**config.mk**
```make
export PLATFORM = sky130hd
export DESIGN_NAME = program_loader_flat
export DESIGN_NICKNAME = d
export VERILOG_FILES = /design/src/rtl/program_loader_if.sv /design/src/rtl/program_loader.sv /design/src/flat_wrapper.sv
export SDC_FILE = /design/constraint.sdc
export NUM_CORES = 1
export LEC_CHECK = 0
export CORE_ASPECT_RATIO = 1.1
export CORE_MARGIN = 2
export CORE_UTILIZATION = 46
export DETAILED_ROUTE_END_ITERATION = 10
export GPL_TIMING_DRIVEN = 0
export PLACE_DENSITY = 0.74
export SKIP_LAST_GASP = 1
export SYNTH_ARGS = -nofsm -noshare
export SYNTH_HDL_FRONTEND = slang
export SYNTH_SLANG_ARGS = --single-unit
```
**constraint.sdc**
```tcl
create_clock -name clk -period 2.3 [get_ports clk]
set_input_delay 0.69 -clock clk [delete_from_list [all_inputs] [get_ports clk]]
set_output_delay 0.69 -clock clk [all_outputs]
set_load 0.01 [all_outputs]
```
**src/rtl/program_loader_if.sv**
```systemverilog
// Byte-stream handshake between the image source and program_loader.
// The master drives data/valid; the slave (loader) drives ready.
interface program_loader_if #(
    parameter int DATAWIDTH = 8
);
    logic [DATAWIDTH-1:0] in_data;
    logic                 in_valid;
    logic                 in_ready;

    modport master (output in_data, output in_valid, input in_ready);
    modport slave  (input in_data, input in_valid, output in_ready);
endinterface

```
**src/rtl/program_loader.sv**
```systemverilog
// program_loader: boot-time stage that streams a program image into the
// memory unit and then releases the RISC core by raising cpu_run.
// Stream: length byte L (0 means 2^ADDR_WIDTH words), then the data bytes.
// Optional macro PROGRAM_LOADER_CHECKSUM_EN appends a checksum byte that
// must make (L + sum(D) + C) wrap to zero, otherwise err is raised.
module program_loader #(
    parameter int DATAWIDTH  = 8,
    parameter int ADDR_WIDTH = 8
) (
    input  logic                  clk,
    input  logic                  clr,
    input  logic                  start,
    program_loader_if.slave       s_if,
    output logic                  mem_write,
    output logic [ADDR_WIDTH-1:0] mem_address,
    output logic [DATAWIDTH-1:0]  mem_data,
    output logic                  cpu_run,
    output logic                  busy,
    output logic                  err,
    output logic [ADDR_WIDTH:0]   load_count
);

    typedef enum logic [2:0] {
        ST_IDLE = 3'd0,
        ST_LEN  = 3'd1,
        ST_LOAD = 3'd2,
`ifdef PROGRAM_LOADER_CHECKSUM_EN
        ST_CHK  = 3'd3,
`endif
        ST_RUN  = 3'd4
    } state_t;

    // Length byte 0 encodes a full 2^ADDR_WIDTH image.
    localparam logic [ADDR_WIDTH:0] FULL_LEN = {1'b1, {ADDR_WIDTH{1'b0}}};
    localparam logic [ADDR_WIDTH:0] CNT_ONE  = {{ADDR_WIDTH{1'b0}}, 1'b1};
    localparam logic [ADDR_WIDTH-1:0] ADDR_ONE = {{(ADDR_WIDTH-1){1'b0}}, 1'b1};

    state_t                state_q;
    logic [ADDR_WIDTH:0]   len_q;
    logic [ADDR_WIDTH-1:0] addr_q;
    logic [ADDR_WIDTH:0]   load_count_q;
    logic                  mem_write_q;
    logic [ADDR_WIDTH-1:0] mem_address_q;
    logic [DATAWIDTH-1:0]  mem_data_q;
    logic                  cpu_run_q;
    logic                  xfer_s;
    logic                  last_s;

`ifdef PROGRAM_LOADER_CHECKSUM_EN
    logic                  err_q;
    logic [DATAWIDTH-1:0]  sum_q;
    logic [DATAWIDTH-1:0]  sum_next_s;

    assign sum_next_s = sum_q + s_if.in_data;
    assign err        = err_q;
    assign s_if.in_ready = (state_q == ST_LEN) || (state_q == ST_LOAD) || (state_q == ST_CHK);
`else
    assign err        = 1'b0;
    assign s_if.in_ready = (state_q == ST_LEN) || (state_q == ST_LOAD);
`endif

    assign busy        = s_if.in_ready;
    assign xfer_s      = s_if.in_valid && s_if.in_ready;
    assign last_s      = ((load_count_q + CNT_ONE) == len_q);
    assign mem_write   = mem_write_q;
    assign mem_address = mem_address_q;
    assign mem_data    = mem_data_q;
    assign cpu_run     = cpu_run_q;
    assign load_count  = load_count_q;

    // Loader state machine with registered write strobe and core release.
    always_ff @(posedge clk or negedge clr) begin
        if (!clr) begin
            state_q       <= ST_IDLE;
            len_q         <= '0;
            addr_q        <= '0;
            load_count_q  <= '0;
            mem_write_q   <= 1'b0;
            mem_address_q <= '0;
            mem_data_q    <= '0;
            cpu_run_q     <= 1'b0;
`ifdef PROGRAM_LOADER_CHECKSUM_EN
            err_q         <= 1'b0;
            sum_q         <= '0;
`endif
        end else begin
            mem_write_q <= 1'b0;
            cpu_run_q   <= 1'b0;
            case (state_q)
                ST_IDLE: begin
                    if (start) begin
                        state_q      <= ST_LEN;
                        load_count_q <= '0;
`ifdef PROGRAM_LOADER_CHECKSUM_EN
                        err_q        <= 1'b0;
                        sum_q        <= '0;
`endif
                    end
                end
                ST_LEN: begin
                    if (xfer_s) begin
                        if (s_if.in_data == '0) begin
                            len_q <= FULL_LEN;
                        end else begin
                            len_q <= (ADDR_WIDTH+1)'(s_if.in_data);
                        end
                        addr_q  <= '0;
                        state_q <= ST_LOAD;
`ifdef PROGRAM_LOADER_CHECKSUM_EN
                        sum_q   <= sum_next_s;
`endif
                    end
                end
                ST_LOAD: begin
                    if (xfer_s) begin
                        mem_write_q   <= 1'b1;
                        mem_address_q <= addr_q;
                        mem_data_q    <= s_if.in_data;
                        addr_q        <= addr_q + ADDR_ONE;
                        load_count_q  <= load_count_q + CNT_ONE;
`ifdef PROGRAM_LOADER_CHECKSUM_EN
                        sum_q         <= sum_next_s;
                        if (last_s) begin
                            state_q <= ST_CHK;
                        end
`else
                        if (last_s) begin
                            state_q <= ST_RUN;
                        end
`endif
                    end
                end
`ifdef PROGRAM_LOADER_CHECKSUM_EN
                ST_CHK: begin
                    if (xfer_s) begin
                        if (sum_next_s == '0) begin
                            state_q <= ST_RUN;
                        end else begin
                            err_q   <= 1'b1;
                            state_q <= ST_IDLE;
                        end
                    end
                end
`endif
                ST_RUN: begin
                    if (start) begin
                        state_q      <= ST_LEN;
                        load_count_q <= '0;
`ifdef PROGRAM_LOADER_CHECKSUM_EN
                        err_q        <= 1'b0;
                        sum_q        <= '0;
`endif
                    end else begin
                        cpu_run_q <= 1'b1;
                    end
                end
                default: begin
                    state_q <= ST_IDLE;
                end
            endcase
        end
    end

endmodule

```
**src/flat_wrapper.sv**
```systemverilog
// flat-port wrapper written by rule: the top's interface ports become plain ports
module program_loader_flat 
#(
    parameter int DATAWIDTH  = 8,
    parameter int ADDR_WIDTH = 8
)
  (clk, clr, start, mem_write, mem_address, mem_data, cpu_run, busy, err, load_count, s_if_in_data, s_if_in_valid, s_if_in_ready);
  program_loader_if #(.DATAWIDTH(DATAWIDTH)) s_if_i ();
  input  logic clk;
  input  logic clr;
  input  logic start;
  output logic mem_write;
  output logic [ADDR_WIDTH-1:0] mem_address;
  output logic [DATAWIDTH-1:0] mem_data;
  output logic cpu_run;
  output logic busy;
  output logic err;
  output logic [ADDR_WIDTH:0] load_count;
  input wire logic [$bits(s_if_i.in_data)-1:0] s_if_in_data;
  input wire logic [$bits(s_if_i.in_valid)-1:0] s_if_in_valid;
  output wire logic [$bits(s_if_i.in_ready)-1:0] s_if_in_ready;
  assign s_if_i.in_data = s_if_in_data;
  assign s_if_i.in_valid = s_if_in_valid;
  assign s_if_in_ready = s_if_i.in_ready;
  program_loader #(.DATAWIDTH(DATAWIDTH), .ADDR_WIDTH(ADDR_WIDTH)) u_core (.clk(clk), .clr(clr), .start(start), .s_if(s_if_i), .mem_write(mem_write), .mem_address(mem_address), .mem_data(mem_data), .cpu_run(cpu_run), .busy(busy), .err(err), .load_count(load_count));
endmodule
```
# Yosys cells after proc, flatten, opt, wreduce, memory -nomap -nowiden
# Cells that the tools add are included.
# Widths: inputs -> output; s select.
# totals
output_inout_bits,30
wordCells,46
ff_bits,47
# op_classes
mux,16
addsub,2
n_reduce_logical,12
eq_ne,8
# op_table
operator,n
$mux 9,3
$pmux 9 s2,1
$mux 8,2
$pmux 8 s2,1
$mux 3,4
$add 9x1->9 const B,1
$eq 9x9->1,1
$pmux 3 s3,1
$add 8x1->8 const B,1
$logic_not 8->1,1
$ne 2x1->1 const B,4
$reduce_and 3->1,2
$mux 1,4
$reduce_and 2->1,2
$reduce_and 4->1,1
$reduce_bool 2->1,2
$eq 3x1->1 const B,1
$eq 3x2->1 const B,1
$eq 3x3->1 const B,1
$logic_not 3->1,1
$reduce_or 2->1,1
$logic_and 1x1->1,1
$logic_or 1x1->1,1

# Depth between registers and ports, before layout
# logic_depth
depth_word,5
mapped_depth,9

# Least setup slack after synthesis
# OpenSTA, ideal clock, no wires.
# synth_timing
kind,register to register
from,reg u_core.load_count_q[0] (netlist: u_core.load_count[0])
to,reg u_core.state_q[1]
setup_slack_ps,104
path_buffers,0
required_ps,2182
arrival_time_ps,2078
stages_incl_launch_ff,8
cell_sequence,dfrtp_1 -> ha_1 -> nand3_2 -> nor3_4 -> xnor2_1 -> or4_1 -> a211o_1 -> a21o_1
# synth_between
elab_chain_cells,4
# synth_lines
item,line_no,rtl
start: declaration,program_loader.sv:41,logic [ADDR_WIDTH:0] load_count_q;
start signal: assignment,program_loader.sv:120,load_count_q <= load_count_q + CNT_ONE;
$add 9x1->9,program_loader.sv:64,assign last_s = ((load_count_q + CNT_ONE) == len_q);
$eq 9x9->1,program_loader.sv:64,
$ne 2x1->1 (no line),--,
$reduce_and 4->1 (no line),--,
end signal: assignment,program_loader.sv:74,state_q <= ST_IDLE;
end signal: assignment,program_loader.sv:92,state_q <= ST_LEN;
end signal: assignment,program_loader.sv:108,state_q <= ST_LOAD;
end: declaration,program_loader.sv:38,state_t state_q;
# No other way between the ends.
# A chain may end at the register's enable or synchronous reset.

# Worst setup path after layout
# layout_timing
from,reg u_core.state_q[1]
to,out s_if_in_ready
# layout_between
elab_chain_cells,2
# layout_lines
item,line_no,rtl
$eq 3x1->1 / $eq 3x2->1 (equally long branches),program_loader.sv:59,assign s_if.in_ready = (state_q == ST_LEN) || (state_q == ST_LOAD);
$logic_or 1x1->1 *,program_loader.sv:59,
end: declaration,flat_wrapper.sv:21,output wire logic [$bits(s_if_i.in_ready)-1:0] s_if_in_ready;
# Mark *: on every way between the ends. The rest lies on a longest branch, timed or not.

==> key figures <==
Worst setup path
  • CP Launch Type: register
  • Setup CP Type: register to output port
  • Req. time, crit path: 1.61 ns
  • Worst Path Arrival: ~1.5 ns
  • Worst Path Max Fanout: 4
  • Crit. End Element: output port

Hold path
  • Hold Path Class: input port to asynchronous set/reset pin

Yosys
  • Area share of the largest cell type after synthesis: between 50% and 60%
  • Yosys top cell by area: dfrtp_1
  • Synthesized Nets: roughly 260
  • Synth warnings: 0
  • Register area share after synthesis: a little over half
  • Post-synth top flop: dfrtp_1
  • Synth Instances: around 240
  • Synthesized flop and latch total: 47
  • Ys async rst share: 100.0%
  • Syn Area/Cell: approximately 9.3 sq um
  • Synthesized area: between 2000 and 2500 sq um
  • Distinct cells, synth: 39
  • Area contributors post-synth: dfrtp_1 (53%), nand2_1 (13%), o21ai_0 (4.0%)
  • Post-synth EDFFs: 0

Global routing
  • First-pass GRT wire length: around 8500 microns
  • Antenna violations before repair: 0
  • Global Route Usage Sum: ~20%
  • Vias in the first global route: 1,741
  • GRT overflow: 0
  • Largest net degree at the start of global routing: 35

Place
  • PortBufs: 40
  • Routability cong.: around 0.86
  • Post-detail-place hpwl: ~3500 microns

Timing
  • Period utilization: 95.39%
  • Hold violation total from the final report: 0
  • Setup TNS: 0 ns
  • RSZ-0062 raised after global routing: no
  • Fin Clk Skew: between 0.01 and 0.015 ns
  • Slew margin rel.: between 60 and 70%
  • Hold slack: around 0.27 ns
  • Final setup vio count: 0
  • FMAX: between 400 and 500 MHz
  • Fin. max-slew vios: 0
  • Final min period: about 2.2 ns
  • Least-Margin Pin Slew: 0.5173 ns

Power and ir drop
  • Switching part of the total: approximately 35%
  • Max rail drop VDD: ~0.57 mV
  • Sequential share of power: a little over two fifths
  • Net Switching: roughly 1.0 mW
  • Internal Dissipation: between 1.5 and 2 mW
  • Clock power share: approximately 18%
  • Static leakage power: ~1.3 nW
  • Combinational share of power: 39.8%
  • PwrDens: ~1000 nW/um^2

Run
  • Max Cap Viol: 0

Drt
  • Drt initial violations: ~130
  • Via count: 1,872
  • DRC errors left: 0
  • First-pass DRT Iterations: 4
  • DRT antenna net count: 0
  • Avg WL per Cell: roughly 14 microns
  • Drt total wl: just under 5000 microns
  • Vias per inst: around 5.3

Layout
  • Layout Nets: approximately 310
  • Share of cells above drive strength 1: 14.86%
  • Layout Area Growth over Synthesis: 30.04%
  • Ant. Diodes: 0

CTS
  • CTS Root Cell: clkbuf_8
  • CTS tree: built
  • Skew-Pair Late Insertion Delay: slightly above 0.3 ns
  • Clock Tree Buf Depth: 2
  • CTS HTree Levels: 2
  • Hold-fix buffers, CTS: 0
  • Num CTS Buffers: 5
  • CTS Sinks: 47
  • Clk pin slew, worst setup/hold paths: 0.09 ns

Floorplan
  • Starting Density: 47.98%
  • Die span in y: just under 80 microns
  • Core footprint: between 4000 and 5000 sq um
  • DIE WIDTH: between 70 and 80 microns
  • Die Area: around 5400 sq um
  • Io pins: 42
  • # rows: 26

Outcome
  • Status: finished clean
[stage by stage]
| step | utilization, % | total power, mW | worst slack [ns] | cells | cell area [sq um] |
|---|---|---|---|---|---|
| final | 62.40 | 2.983 | 0.1059 | 352 | 2903 |
| after global routing | 62.40 | 3.199 | 0.02463 | 352 | 2903 |
| after CTS | 61.86 | 2.962 | 0.01492 | 350 | 2878 |
| after detailed placement | 58.42 | 2.341 | -0.3033 | 338 | 2718 |
| after global placement | 58.10 | 2.302 | -0.7684 | 337 | 2703 |
| after floorplan | - | 1.872 | 0.1043 | 241 | 2232 |
[sequential cells by signal (all words and copies together) (netlist names)]
register	flops
u_core.addr_q	8
u_core.state_q	3
u_core.mem_address	8
u_core.mem_write	1
u_core.load_count	9
u_core.cpu_run	1
u_core.mem_data	8
u_core.len_q	9
[power groups by stage]
stage                     Sequential (mW)  Clock [mW]  Combinational, mW
final                                1.26       0.535               1.19
after global routing                 1.29       0.590               1.32
after CTS                            1.26       0.545               1.16
after detailed placement             1.26           0               1.08
after global placement               1.25           0               1.05
after floorplan                      1.28           0              0.595
[area by class of cell]
| class | instances | area, sq um |
|---|---|---|
| Clock inverter | 2 | 16.27 |
| Multi-Input combinational cell | 183 | 1039 |
| Sequential cell | 47 | 1181 |
| Tap cell | 56 | 70.07 |
| Timing Repair Buffer | 48 | 465.4 |
| Inverter | 2 | 7.507 |
| Fill cell | 404 | 1749 |
| Clock buffer | 6 | 82.58 |
| Buffer | 8 | 41.29 |
[cells in the final DEF (no fill, tap or decap), drive strengths merged, types with 7 or more instances in the layout]
cell	Yosys	layout
mux2	8	8
nor2	13	13
xnor2	7	7
clkdlybuf4s50	0	37
o21ai	18	18
buf	2	11
nand2	75	75
clkbuf	7	12
dfrtp	47	47
a21oi	9	9
nand3	7	7
[cells in the mapped netlist (3+ instances only)]
cell type	n
a21oi_1	9
clkbuf_1	7
dfrtp_1	47
mux2_2	8
nand2_1	75
nand2b_1	4
nand3_1	6
nor2_1	13
nor3_1	3
nor4_1	4
o21ai_0	18
o31ai_1	4
xnor2_1	7
xor2_1	4
[worst max-delay path: stages, from the launching register on]
cell	delay [ns]
dfrtp_2	0.43
inv_1	0.11
nand2_2	0.10
a21oi_2	0.19
buf_4	0.13
dlygate4sd2_1	0.25
[cells by family after synthesis]
logic type                 after synthesis  share of synthesized area (%)
buffers and inverters                   11                          2.186
other                                    1                         0.1680
xor gates and xnor gates                11                          4.316
DFF                                     47                          52.69
AOI/OAI and AO/OA                       42                          11.21
adders and majority gates                2                          1.121
and+or+nand+nor                        117                          23.38
muxes                                   10                          4.933
[routing by layer]
layer,vias up,part of all wire (%),global-route usage (%)
met4,0,1.7,6.923
met5,-,0,0
li1,920,-,-
met2,57,46,30.47
met1,888,47,27.63
met3,7,5.0,3.548
[path summary, 6_finish.rpt]
path,startpoint,end,slack [ns],depth (start not counted)
hold reg to reg,u_core.mem_address[4],u_core.mem_address[4],0.48,2
setup / recovery,u_core.state_q[1],s_if_in_ready,0.11,5
max in group asynchronous,clr,u_core.state_q[0],1.51,2
hold / removal,clr,u_core.mem_data[6],0.27,1
setup reg to reg,u_core.load_count[0],u_core.state_q[1],0.14,7
min in group clk,u_core.mem_address[4],u_core.mem_address[4],0.48,2
[repair_timing]
| action | 4_1_cts | 5_1_grt |
|---|---|---|
| buffers inserted | 5 | 2 |
| resized for setup | 11 | 9 |
| setup endpoints to repair | 4 | 28 |
| pin swaps | 1 | 1 |
| cloned | 0 | 0 |
(Power assumes the default switching activity.)
